## src/rtl/mrelbp_ci_frame.sv

```systemverilog
// MRELBP centre-intensity stage: buffers one frame of centre samples, divides the
// frame sum by the pixel count, then replays the buffer emitting one CI bit per pixel.
module mrelbp_ci_frame #(
   parameter int unsigned DATA_W     = 8,
   parameter int unsigned NUM_S      = 17,
   parameter int unsigned CENTER_IDX = 0,
   parameter int unsigned IMG_W      = 8,
   parameter int unsigned IMG_H      = 8,
   parameter int unsigned CMP_MODE   = 0
) (
   input  logic                    clk,
   input  logic                    rst,
   input  logic                    done_i,
   input  logic [NUM_S*DATA_W-1:0] s_i,
   output logic                    done_o,
   output logic                    ci_o,
   output logic                    progress_done_o,
   output logic                    busy_o,
   output logic                    err_o
);

   localparam int unsigned N_PIX = IMG_W * IMG_H;
   localparam int unsigned CNT_W = $clog2(N_PIX);
   localparam int unsigned AW    = (CNT_W > 0) ? CNT_W : 1;
   localparam int unsigned SUM_W = DATA_W + CNT_W;
   localparam int unsigned RW    = CNT_W + 1;
   localparam int unsigned DC_W  = $clog2(SUM_W + 1);
   localparam logic [AW-1:0] LAST = AW'(N_PIX - 1);

   typedef enum logic [2:0] {IDLE, ACCUM, DIVIDE, PRIME, EMIT, FINISH} state_t;

   state_t state, state_nx;

   logic [SUM_W-1:0]  sum, sum_nx, dq;
   logic [AW-1:0]     count, wr_addr, rd_addr;
   logic [RW-1:0]     rem, rem_sh, rem_nx;
   logic [DC_W-1:0]   dcnt;
   logic [DATA_W-1:0] centre, rd_data, mean;
   logic [DATA_W-1:0] mem [N_PIX];
   logic              accept, last_pix, div_last, ge, rd_en, cmp;

   assign centre   = s_i[CENTER_IDX*DATA_W +: DATA_W];
   assign busy_o   = (state == DIVIDE) || (state == PRIME) || (state == EMIT) || (state == FINISH);
   assign accept   = done_i && !busy_o;
   assign last_pix = (state == IDLE) ? (N_PIX == 1) : (count == LAST);
   assign wr_addr  = (state == IDLE) ? '0 : count;
   assign sum_nx   = ((state == IDLE) ? '0 : sum) + SUM_W'(centre);
   assign div_last = (dcnt == DC_W'(SUM_W - 1));

   // Remainder never reaches N_PIX, so dropping its MSB on the shift loses nothing.
   assign rem_sh = RW'({rem, dq[SUM_W-1]});
   assign ge     = (rem_sh >= RW'(N_PIX));
   assign rem_nx = ge ? (rem_sh - RW'(N_PIX)) : rem_sh;

   assign mean    = dq[DATA_W-1:0];
   assign cmp     = (CMP_MODE == 0) ? (rd_data >= mean) : (rd_data > mean);
   assign rd_en   = (state == PRIME) || ((state == EMIT) && (count != LAST));
   assign rd_addr = (state == PRIME) ? '0 : count + AW'(1);

   always_ff @(posedge clk or negedge rst) begin
      if (!rst) state <= IDLE;
      else      state <= state_nx;
   end

   always_comb begin
      state_nx = state;
      case (state)
         IDLE:    if (accept) state_nx = last_pix ? DIVIDE : ACCUM;
         ACCUM:   if (accept && last_pix) state_nx = DIVIDE;
         DIVIDE:  if (div_last) state_nx = PRIME;
         PRIME:   state_nx = EMIT;
         EMIT:    if (count == LAST) state_nx = FINISH;
         FINISH:  state_nx = IDLE;
         default: state_nx = IDLE;
      endcase
   end

   always_ff @(posedge clk or negedge rst) begin
      if (!rst) begin
         sum             <= '0;
         count           <= '0;
         dq              <= '0;
         rem             <= '0;
         dcnt            <= '0;
         done_o          <= 1'b0;
         ci_o            <= 1'b0;
         progress_done_o <= 1'b0;
         err_o           <= 1'b0;
      end else begin
         done_o          <= (state == EMIT);
         ci_o            <= (state == EMIT) && cmp;
         progress_done_o <= (state == FINISH);
         if (done_i && busy_o) err_o <= 1'b1;
         case (state)
            IDLE, ACCUM: begin
               if (accept) begin
                  sum   <= sum_nx;
                  count <= wr_addr + AW'(1);
                  if (last_pix) begin
                     dq   <= sum_nx;
                     rem  <= '0;
                     dcnt <= '0;
                  end
               end
            end
            DIVIDE: begin
               dq   <= SUM_W'({dq, ge});
               rem  <= rem_nx;
               dcnt <= dcnt + DC_W'(1);
            end
            PRIME:   count <= '0;
            EMIT:    count <= count + AW'(1);
            default: ;
         endcase
      end
   end

   // Frame buffer carries no reset so it maps onto plain RAM.
   always_ff @(posedge clk) begin
      if (accept) mem[wr_addr] <= centre;
      if (rd_en)  rd_data      <= mem[rd_addr];
   end

endmodule
```

## config.mk

```make
export PLATFORM = sky130hd
export DESIGN_NAME = mrelbp_ci_frame
export DESIGN_NICKNAME = d
export VERILOG_FILES = /design/src/rtl/mrelbp_ci_frame.sv
export SDC_FILE = /design/constraint.sdc
export NUM_CORES = 1
export LEC_CHECK = 0
export ABC_CLOCK_PERIOD_IN_PS = 5800
export BUFFER_PORTS_ARGS = -buffer_cell sky130_fd_sc_hd__buf_4
export CAP_MARGIN = 30
export CORE_MARGIN = 5
export CORE_UTILIZATION = 37
export DETAILED_ROUTE_END_ITERATION = 7
export PLACE_DENSITY = 0.54
export SYNTH_ARGS = -nofsm -noshare
export SYNTH_HDL_FRONTEND = slang
export SYNTH_SLANG_ARGS = --single-unit
```

## constraint.sdc

```tcl
create_clock -name clk -period 5.8 [get_ports clk]
set_input_delay 0.87 -clock clk [delete_from_list [all_inputs] [get_ports clk]]
set_output_delay 0.87 -clock clk [all_outputs]
set_load 0.005 [all_outputs]
```

==> After elaboration in Yosys (flattened, before gate mapping) <==
Memories as Yosys holds them, arrays and structs flattened. A register that Yosys moved wholly into a read port is not among the register bits.
Index checks and enable logic that the tools add are counted.
{ "op_classes": {"div_mod_pow": 0, "n_eq_ne": 14, "muxes": 24, "n_mul": 0, "n_bitwise": 0, "n_lt_le_gt_ge": 2, "shift": 0, "addsub": 5, "reduce_logical": 18} }
{ "ops": {"columns": ["cell", "count"], "rows": [
  ["$mux 14", 3],
  ["$mux 6", 6],
  ["$pmux 14 s2", 1],
  ["$pmux 6 s3", 1],
  ["$pmux 3 s5", 1],
  ["$add 14x8->14", 1],
  ["$add 6x1->6 const B", 2],
  ["$mux 3", 4],
  ["$ne 2x2->1 const B", 6],
  ["$pmux 6 s2", 1],
  ["$ge 8x8->1", 1],
  ["$mux 4", 2],
  ["$pmux 4 s2", 1],
  ["$ge 7x7->1 const B", 1],
  ["$eq 3x2->1 const B", 2],
  ["$eq 3x3->1 const B", 2],
  ["$eq 6x6->1 const B", 1],
  ["$ne 6x6->1 const B", 1],
  ["$sub 6x1->6 const B", 1],
  ["$logic_and 1x1->1", 5],
  ["$add 4x1->4 const B", 1],
  ["$eq 4x4->1 const B", 1],
  ["$logic_or 1x1->1", 4],
  ["$reduce_and 2->1", 2],
  ["other kinds (10)", 12]
]} }
{ "word_totals": {"inputBits": 139, "word_cells": 74, "mem_count": 1, "reg_bits": 51, "rom_bits": 0, "ram_bits": 512, "output_inout_bits": 5, "latchBits": 0} }
{ "memory_table": {"columns": ["memory", "words", "word_bits", "read_ports", "rd_clocked_by_memory_dff", "wr", "line", "text"], "rows": [
  ["mem", 64, 8, 1, 1, 1, "39", "logic [DATA_W-1:0] mem [N_PIX];"]
]} }

==> Longest topological paths before layout <==
Gate-level depths: netlist (run 1).
{ "depth": {"depth_word": 9, "mapped_depth": 13, "mapped_depth_nobuf": 10} }

==> Worst setup path after synthesis (run 1) <==
Ideal clock, no wire load.
{ "synth_timing": {"kind": "register to register", "startpoint": "register state[1]", "endpoint": "register sum[8]", "synth_period_minus_slack_ps": 3021, "setup_time_ps": 138, "setup_slack_ps": 2779, "stages_incl_launch_ff": 14, "t_arrival_ps": 2883, "required_ps": 5662, "n_path_buf": 3, "cell_sequence": "dfrtp_1 -> buf_4 -> or3_1 -> clkbuf_1 -> clkbuf_1 -> and2_1 -> ha_1 -> fa_1 -> a21oi_1 -> o21ai_0 -> a21oi_1 -> o21ai_0 -> a22oi_1 -> o21ai_0"} }
{ "synth_between": {"elab_chain_len": 7, "word_cells_on_any_way": 15, "cone_classes": "add/sub: 1; eq/ne: 5; mux: 1; reduce/logical: 8"} }
{ "synth_rtl": {"columns": ["item", "line", "text"], "rows": [
  ["start, declared", "32", "state_t state, state_nx;"],
  ["start signal, assigned", "62", "else state <= state_nx;"],
  ["branches (longest 7 deep; another with $add 14x8->14)", null, null],
  ["end signal, assigned", "97", "sum <= sum_nx;"],
  ["end, declared", "34", "logic [SUM_W-1:0] sum, sum_nx, dq;"]
]} }
Several ways; the timed one is not identified.
A chain may end at the register's enable or synchronous reset.

==> Final worst setup path (run 1) <==
{ "layout_timing": {"startpoint": "register count[1]", "endpoint": "register rd_data[2], read port of mem, data pin"} }
{ "layout_between": {"elab_chain_len": 3, "word_cells_on_any_way": 5, "cone_classes": "add/sub: 1; eq/ne: 1; mux: 1; reduce/logical: 2"} }
{ "layout_rtl": {"columns": ["item", "line", "text"], "rows": [
  ["start, declared", "35", "logic [AW-1:0] count, wr_addr, rd_addr;"],
  ["start signal, assigned", "98", "count <= wr_addr + AW'(1);"],
  ["start signal, assigned", "112", "EMIT: count <= count + AW'(1);"],
  ["branches (longest 3 deep; another with $add 6x1->6)", null, null],
  ["end, declared", "38", "logic [DATA_W-1:0] centre, rd_data, mean;"]
]} }
Several ways; the timed one is not identified.

==> results.sh, run 1 <==
export IMPL_grt_pass1_vias=13601
export IMPL_grt_overflow_total=0
export IMPL_p_leak_nw=9.07
export IMPL_clk_pin_slew_ps=60
export IMPL_holdBufCountCts=0
export IMPL_whs_ps=303
export IMPL_max_cap_violations=0
export IMPL_synth_ff_type="edfxtp_1"
export IMPL_worst_slack_ps=1680
export IMPL_synth_top_family_by_area="compound AO/OA/AOI/OAI gates"
export IMPL_drv_slew=0
export IMPL_drc_errors=0
export IMPL_period_share_pct=71.1
export IMPL_drt_initial_drc_count=1458
export IMPL_cts_num_sinks=571
export IMPL_slowest_delay_ps=660
export IMPL_vias=13936
export IMPL_synth_compound_area_share_pct=10.1
export IMPL_yosysWarnings=0
export IMPL_ys_ff_latch=571
export IMPL_p_int_mw=8.16
export IMPL_crit_path_top_delay_cell="dfrtp_1"
export IMPL_peakVddDrop_v=0.000354
export IMPL_cp_cell_sequence="ha_1 > xnor2_4 > nor2_8 > buf_4 > mux4_2 > a22oi_1 > o22ai_1 > or4_1"
export IMPL_setup_violations=0
export IMPL_tightest_slew_ps=1080
export IMPL_pwr_share_seq_pct=39.6
export IMPL_synth_adder_area_share_pct=1.13
export IMPL_fin_setup_tns_ps=0
export IMPL_synthCells=1605
export IMPL_num_rows=93
export IMPL_crit_path_end_kind="register"
export IMPL_p_sw_mw=4.07
export IMPL_dpl_cell_area_sq_um=25000
export IMPL_cts_tree="built"
export IMPL_grt_util_met2_pct=26.3
export IMPL_clkPwrFrac_pct=30.7
export IMPL_cp_top_family="simple AND/OR/NAND/NOR gates"
export IMPL_async_reset_ff_share_pct=8.93
export IMPL_grt_total_usage_pct=17.1
export IMPL_worstPathRequired_ps=6140
export IMPL_hp_class="input port to async pin"
export IMPL_setup_worst_path_class="register to register"
export IMPL_post_cts_repair_setup_buffers=0
export IMPL_wl_mm=61.7
export IMPL_dr_pass1_iters=5
export IMPL_pwr_share_comb_pct=29.8
export IMPL_core_sq_um=64300
export IMPL_nFillCells=5736
export IMPL_cts_inserted_buffers=59
export IMPL_wl_per_cell_um=24.5
export IMPL_dieHeight_um=265
export IMPL_grt_max_degree=71
export IMPL_ctsHtreeMaxLevel=2
export IMPL_synth_cell_types=77
export IMPL_dp_worst_setup_slack_ps=1730
export IMPL_crit_fanout=36
export IMPL_sw_frac_of_total_pct=33.3
export IMPL_dp_hpwl_mm=37.2
export IMPL_gp_congestion=0.846
export IMPL_clock_root_buffer="clkbuf_16"
export IMPL_fin_area_sq_um=26900
export IMPL_met3_usage_pct=3.71
export IMPL_cts_buffer_depth=3
export IMPL_startpoint_type="register"
export IMPL_synth_xor_area_share_pct=0.682
export IMPL_synth_mux_area_fraction_pct=7.45
export IMPL_netlist_area_sq_um=24000
export IMPL_status="finished clean"
export IMPL_boundaryPins=144
export IMPL_syn_to_final_growth_pct=11.9
export IMPL_cts_resized=0
export IMPL_cp_num_buf_inv=1
export IMPL_max_freq_mhz=243
export IMPL_slew_limit_headroom_pct=27.9
export IMPL_final_antenna_net_count=0
export IMPL_synth_seq_area_share_pct=70.3
export IMPL_die_w_um=265
export IMPL_use_met1_pct=24.8
export IMPL_avgSynthCellArea_sq_um=15.0
export IMPL_worstPathArrival_ps=4460
export IMPL_die_area_sq_um=70100
export IMPL_antenna_found_initial=3
export IMPL_p_per_area_nw_per_um2=455
export IMPL_nets=1771
export IMPL_layout_drive_gt1_share_pct=11.9
export IMPL_grt_pass1_wl_mm=91.0
export IMPL_fin_skew_ps=17.1
export IMPL_hold_viol=0
export IMPL_start_util_pct=37.3
export IMPL_busiest_layer="met2"
export IMPL_post_drt_via_cell_ratio=5.53
export IMPL_final_min_clock_period_ps=4120
export IMPL_synth_simple_gate_area_share_pct=7.70
export IMPL_synth_edf_count=520
export IMPL_syn_nets=1765
export IMPL_rsz0062_at_grt="no"
export IMPL_portBuffers=15
export IMPL_clock_latency_ps=620
==> sequential cells by signal, summed over array words and instances, names as in the netlist, 3 cells and up <==
name     count
dq          14
rd_data      8
mem        512
count        6
rem          6
dcnt         4
sum         14
state        3
==> path summary, 6_finish.rpt <==
| kind | startpoint | end | slack, ps | cells after the start |
|---|---|---|---|---|
| worst max register to register | count[1] | rd_data[2] | 1680 | 8 |
| min in group clk | err_o | err_o | 460 | 1 |
| worst min-delay path | rst | dcnt[3] | 300 | 1 |
| worst min register to register | err_o | err_o | 460 | 1 |
| worst max-delay path | count[1] | rd_data[2] | 1680 | 8 |
| max in group asynchronous | rst | count[0] | 5000 | 1 |
==> worst register-to-register path, delay by kind of cell (launching register included) <==
family          cells  cell delay, ps
fa+ha+maj           1             550
mux                 1             360
flops               1             660
xor+xnor            1             140
buf+inv             1             430
simple gates        2            1130
compound gates      2             580
==> power groups by stage <==
stage	combinational [mW]	clock, mW	sequential (mW)
finish	3.64	3.75	4.84
CTS	3.63	3.82	4.83
detailed placement	3.61	0	4.92
global route	3.90	4.00	4.86
global placement	3.59	0	4.91
floorplan	2.49	0	4.84
==> stage by stage <==
step / cells / power, mW / util, %
after floorplan: 1605 / 7.33 / -
after global placement: 2403 / 8.50 / 38.8
after detailed placement: 2404 / 8.53 / 38.8
after CTS: 2515 / 12.3 / 41.8
after global routing: 2516 / 12.8 / 41.8
final: 2518 / 12.2 / 41.8
==> layout make-up <==
cell class	count	area [sq um]	share of cell area, %
flip-flops and latches	571	16900	62.8
clock inverters	39	334	1.24
multi-input cells	900	6530	24.3
clock buffers	72	1580	5.87
diodes	2	5.00	0.0186
inverters	34	128	0.475
repair buffers	45	348	1.29
well taps	855	1070	3.98
==> cell families after synthesis <==
family / Yosys count
adders and majority gates: 21
DFF: 571
and+or+nand+nor: 384
AOI/OAI and AO/OA: 357
muxes: 121
buffers and inverters: 134
xor gates and xnor gates: 17
==> Yosys cell counts, types with 7 or more instances <==
library cell	number	area, sq um
a211o_1	20	175
a211oi_1	21	158
a21o_1	12	90.1
a21oi_1	57	285
a22o_1	7	61.3
a22oi_1	31	233
a32o_1	8	80.1
and2_1	12	75.1
and3_1	41	257
buf_2	30	150
buf_4	11	82.6
clkbuf_1	49	184
dfrtp_1	51	1280
edfxtp_1	520	15600
ha_1	20	250
inv_1	33	124
mux2_2	13	146
mux2i_1	63	631
mux4_2	45	1010
nand2_1	107	402
nand3_1	52	260
nand4_1	7	43.8
nor2_1	114	428
nor3_1	10	50.1
o211ai_1	22	165
o21ai_0	86	430
o221ai_1	7	61.3
o22ai_1	20	125
or3_1	7	43.8
xnor2_1	9	78.8
==> routing by layer <==
metal | vias to the layer above | share of wire, %
met1 | 7042 | 45
met5 | - | 0.019
li1 | 6296 | -
met2 | 489 | 46
met3 | 107 | 6.8
met4 | 2 | 2.9
==> cell usage in the layout (no fill, tap or decap), drive strengths merged, types with 21 or more instances in the layout <==
cell type	Yosys	routed
edfxtp	520	520
nor2	116	116
nand2	108	108
o21ai	88	88
clkbuf	50	72
mux2i	63	63
a21oi	57	57
nand3	52	52
dfrtp	51	51
mux4	45	45
buf	50	45
and3	41	41
inv	34	35
clkinv	0	32
a22oi	31	31
o211ai	22	22
a211oi	21	21
Note: power is estimated with default switching activity, not from simulation.
==> inputs of run 2 (changes only) <==
ABC_AREA = 1   (was unset)
ABC_CLOCK_PERIOD_IN_PS = 3760   (was 5800)
PLACE_DENSITY = 0.56   (was 0.54)
clock period = 3.76 ns   (was 5.8 ns; I/O delays follow)
==> results.sh, run 2 <==
export IMPL_grt_total_usage_pct=17.5
export IMPL_dpl_cell_area_sq_um=27000
export IMPL_final_cell_mix="edfxtp_1, nand3_1, nand2_1"
export IMPL_synth_cell_types=37
export IMPL_cts_num_sinks=571
export IMPL_antenna_found_initial=0
export IMPL_clk_pin_slew_ps=60
export IMPL_largestRegisters="mem: 512 flops, dq: 14 flops, sum: 14 flops"
export IMPL_yosysWarnings=0
export IMPL_holdCritStartpoint="done_i"
export IMPL_avgSynthCellArea_sq_um=10.2
export IMPL_timing_rr_start="count[0]"
export IMPL_p_per_area_nw_per_um2=820
export IMPL_cts_tree="built"
export IMPL_startpoint_type="register"
export IMPL_worstPathRequired_ps=4110
export IMPL_async_reset_ff_share_pct=8.93
export IMPL_drt_initial_drc_count=1680
export IMPL_grt_pass1_vias=17115
export IMPL_grt_overflow_total=0
export IMPL_final_min_clock_period_ps=3030
export IMPL_peakVddDrop_v=0.000608
export IMPL_status="finished clean"
export IMPL_multi_input_area_sq_um=7100
export IMPL_setup_worst_path_class="register to register"
export IMPL_core_sq_um=68800
export IMPL_synthTopCellsByCount="edfxtp_1, nand3_1, nand2_1"
export IMPL_post_synth_top_area_fraction_pct=60.5
export IMPL_crit_path_end_kind="register"
export IMPL_worstPathArrival_ps=3380
export IMPL_die_w_um=274
export IMPL_rsz0062_at_grt="no"
export IMPL_start_util_pct=37.5
export IMPL_dieHeight_um=274
export IMPL_hold_viol=0
export IMPL_hold_path_depth=2
export IMPL_fin_skew_ps=19.0
export IMPL_ys_ff_latch=571
export IMPL_worst_slack_ps=729
export IMPL_worstHoldEndpoint="err_o"
export IMPL_largest_reg_flops=512
export IMPL_drv_slew=0
export IMPL_fin_area_sq_um=28900
export IMPL_setup_violations=0
export IMPL_cts_buffer_depth=3
export IMPL_fin_setup_tns_ps=0
export IMPL_grt_pass1_wl_mm=102
export IMPL_gp_congestion=0.920
export IMPL_hp_class="input port to register"
export IMPL_clock_latency_ps=630
export IMPL_dp_hpwl_mm=39.2
export IMPL_crit_fanout=48
export IMPL_top_register="mem"
export IMPL_dp_worst_setup_slack_ps=776
export IMPL_final_antenna_net_count=0
export IMPL_wl_per_cell_um=18.8
export IMPL_cp_startpoint="count[0]"
export IMPL_die_area_sq_um=75100
export IMPL_worst_r2r_cell_count=10
export IMPL_portBuffers=15
export IMPL_nets=2685
export IMPL_period_share_pct=80.6
export IMPL_synth_seq_area_share_pct=65.5
export IMPL_dr_pass1_iters=6
export IMPL_drc_errors=0
export IMPL_mostFrequentLayoutCell="edfxtp_1"
export IMPL_synth_ff_type="edfxtp_1"
export IMPL_tightest_slew_ps=1000
export IMPL_yosys_area_top_type="edfxtp_1"
export IMPL_netlist_area_sq_um=25800
export IMPL_slew_limit_headroom_pct=33.1
export IMPL_cts_inserted_buffers=59
export IMPL_max_cap_violations=0
export IMPL_grt_max_degree=108
export IMPL_num_rows=96
export IMPL_layout_drive_gt1_share_pct=6.25
export IMPL_reg2reg_setup_slack_ps=730
export IMPL_clock_root_buffer="clkbuf_16"
export IMPL_power_mw=23.7
export IMPL_worstReg2RegEnd="rd_data[5]"
export IMPL_wl_mm=65.9
export IMPL_nFillCells=6498
export IMPL_antenna_cells=0
export IMPL_ys_top_cells_by_area="edfxtp_1, nand3_1, nand2_1"
export IMPL_synth_most_common_cell="edfxtp_1"
export IMPL_synth_edf_count=520
export IMPL_synthCells=2529
export IMPL_syn_nets=2689
export IMPL_vias=17623
export IMPL_syn_to_final_growth_pct=11.8
export IMPL_p_leak_nw=11.5
export IMPL_boundaryPins=144
export IMPL_post_drt_via_cell_ratio=5.03
export IMPL_ctsHtreeMaxLevel=2
export IMPL_seq_area_sq_um=16900
export IMPL_max_freq_mhz=330
-- run 2: cell count changes in the layout (fill, tap and decap cells not counted), sizes merged, moves of 19 or more --
cell	previous run	this run
inv	35	330
nand2	108	426
mux2i	63	0
o211ai	22	3
nand3	52	428
buf	45	66
mux4	45	0
a211oi	21	0
o21ai	88	47
nor2	116	359
a22oi	31	5
nand3b	4	111
a211o	20	0
and3	41	0
-- run 2: report_power, final --
group	switching (mW)	internal (mW)
logic	7.36	3.01
registers	0.196	7.44
clock network	2.41	3.23
-- run 2: repair_timing --
| action | 4_1_cts | 5_1_grt |
|---|---|---|
| gates resized for setup | 0 | 0 |
| hold endpoints to repair | 41 | 0 |
| buffers inserted | 0 | 0 |
| hold buffers | 1 | 0 |
-- run 2: cell families after synthesis --
group	after synthesis	share of synthesized area, %
XOR/XNOR	12	0.436
AO/OA/AOI/OAI	130	2.72
adder cells (fa/ha/maj)	21	1.05
AND/OR/NAND/NOR	1332	23.2
flip-flops	571	65.5
buffers and inverters	463	7.13
-- run 2: stage by stage --
stage,hold slack [ps],std cells,utilization (%)
2_1_floorplan,268,2529,-
3_3_place_gp,443,3394,39.2
3_5_place_dp,460,3394,39.2
4_1_cts,161,3507,41.9
5_1_grt,188,3507,41.9
6_report,184,3507,41.9
-- run 2: area by class of cell --
type                    instances  share of cell area [%]
flip-flops and latches        571                    58.5
multi-input cells            1495                    24.6
clock buffers                  81                    5.51
inverters                     331                    4.33
well taps                     931                    4.04
repair buffers                 67                    2.06
clock inverters                31                   0.906
-- run 2: layer usage --
| layer | vias to the layer above | track usage (%) | wire [um] |
|---|---|---|---|
| met5 | - | 0 | 0 |
| met4 | 0 | 5.18 | 1920 |
| met3 | 116 | 2.69 | 3900 |
| met2 | 535 | 28.5 | 30300 |
| met1 | 8510 | 24.5 | 29700 |
| li1 | 8462 | - | - |
-- run 2: worst max-delay path, cell delays in order (launching register included) --
cell and delay [ps]:
dfrtp_1 610, ha_1 370, nand2_4 560, buf_4 340
nor2_1 50, o21ai_0 70, nand3_1 150, nand3_1 150
nand3_1 190, nand3_1 150, nand2_1 110
-- run 2: worst max path at each step --
stage                 endpoint  slack (ps)  cells past startpoint
finish              rd_data[5]         730                     10
global route            dq[10]         420                     14
CTS                 rd_data[3]         770                     10
detailed placement  rd_data[6]         780                     10
global placement    rd_data[3]         800                     10
floorplan               dq[10]        1200                     15
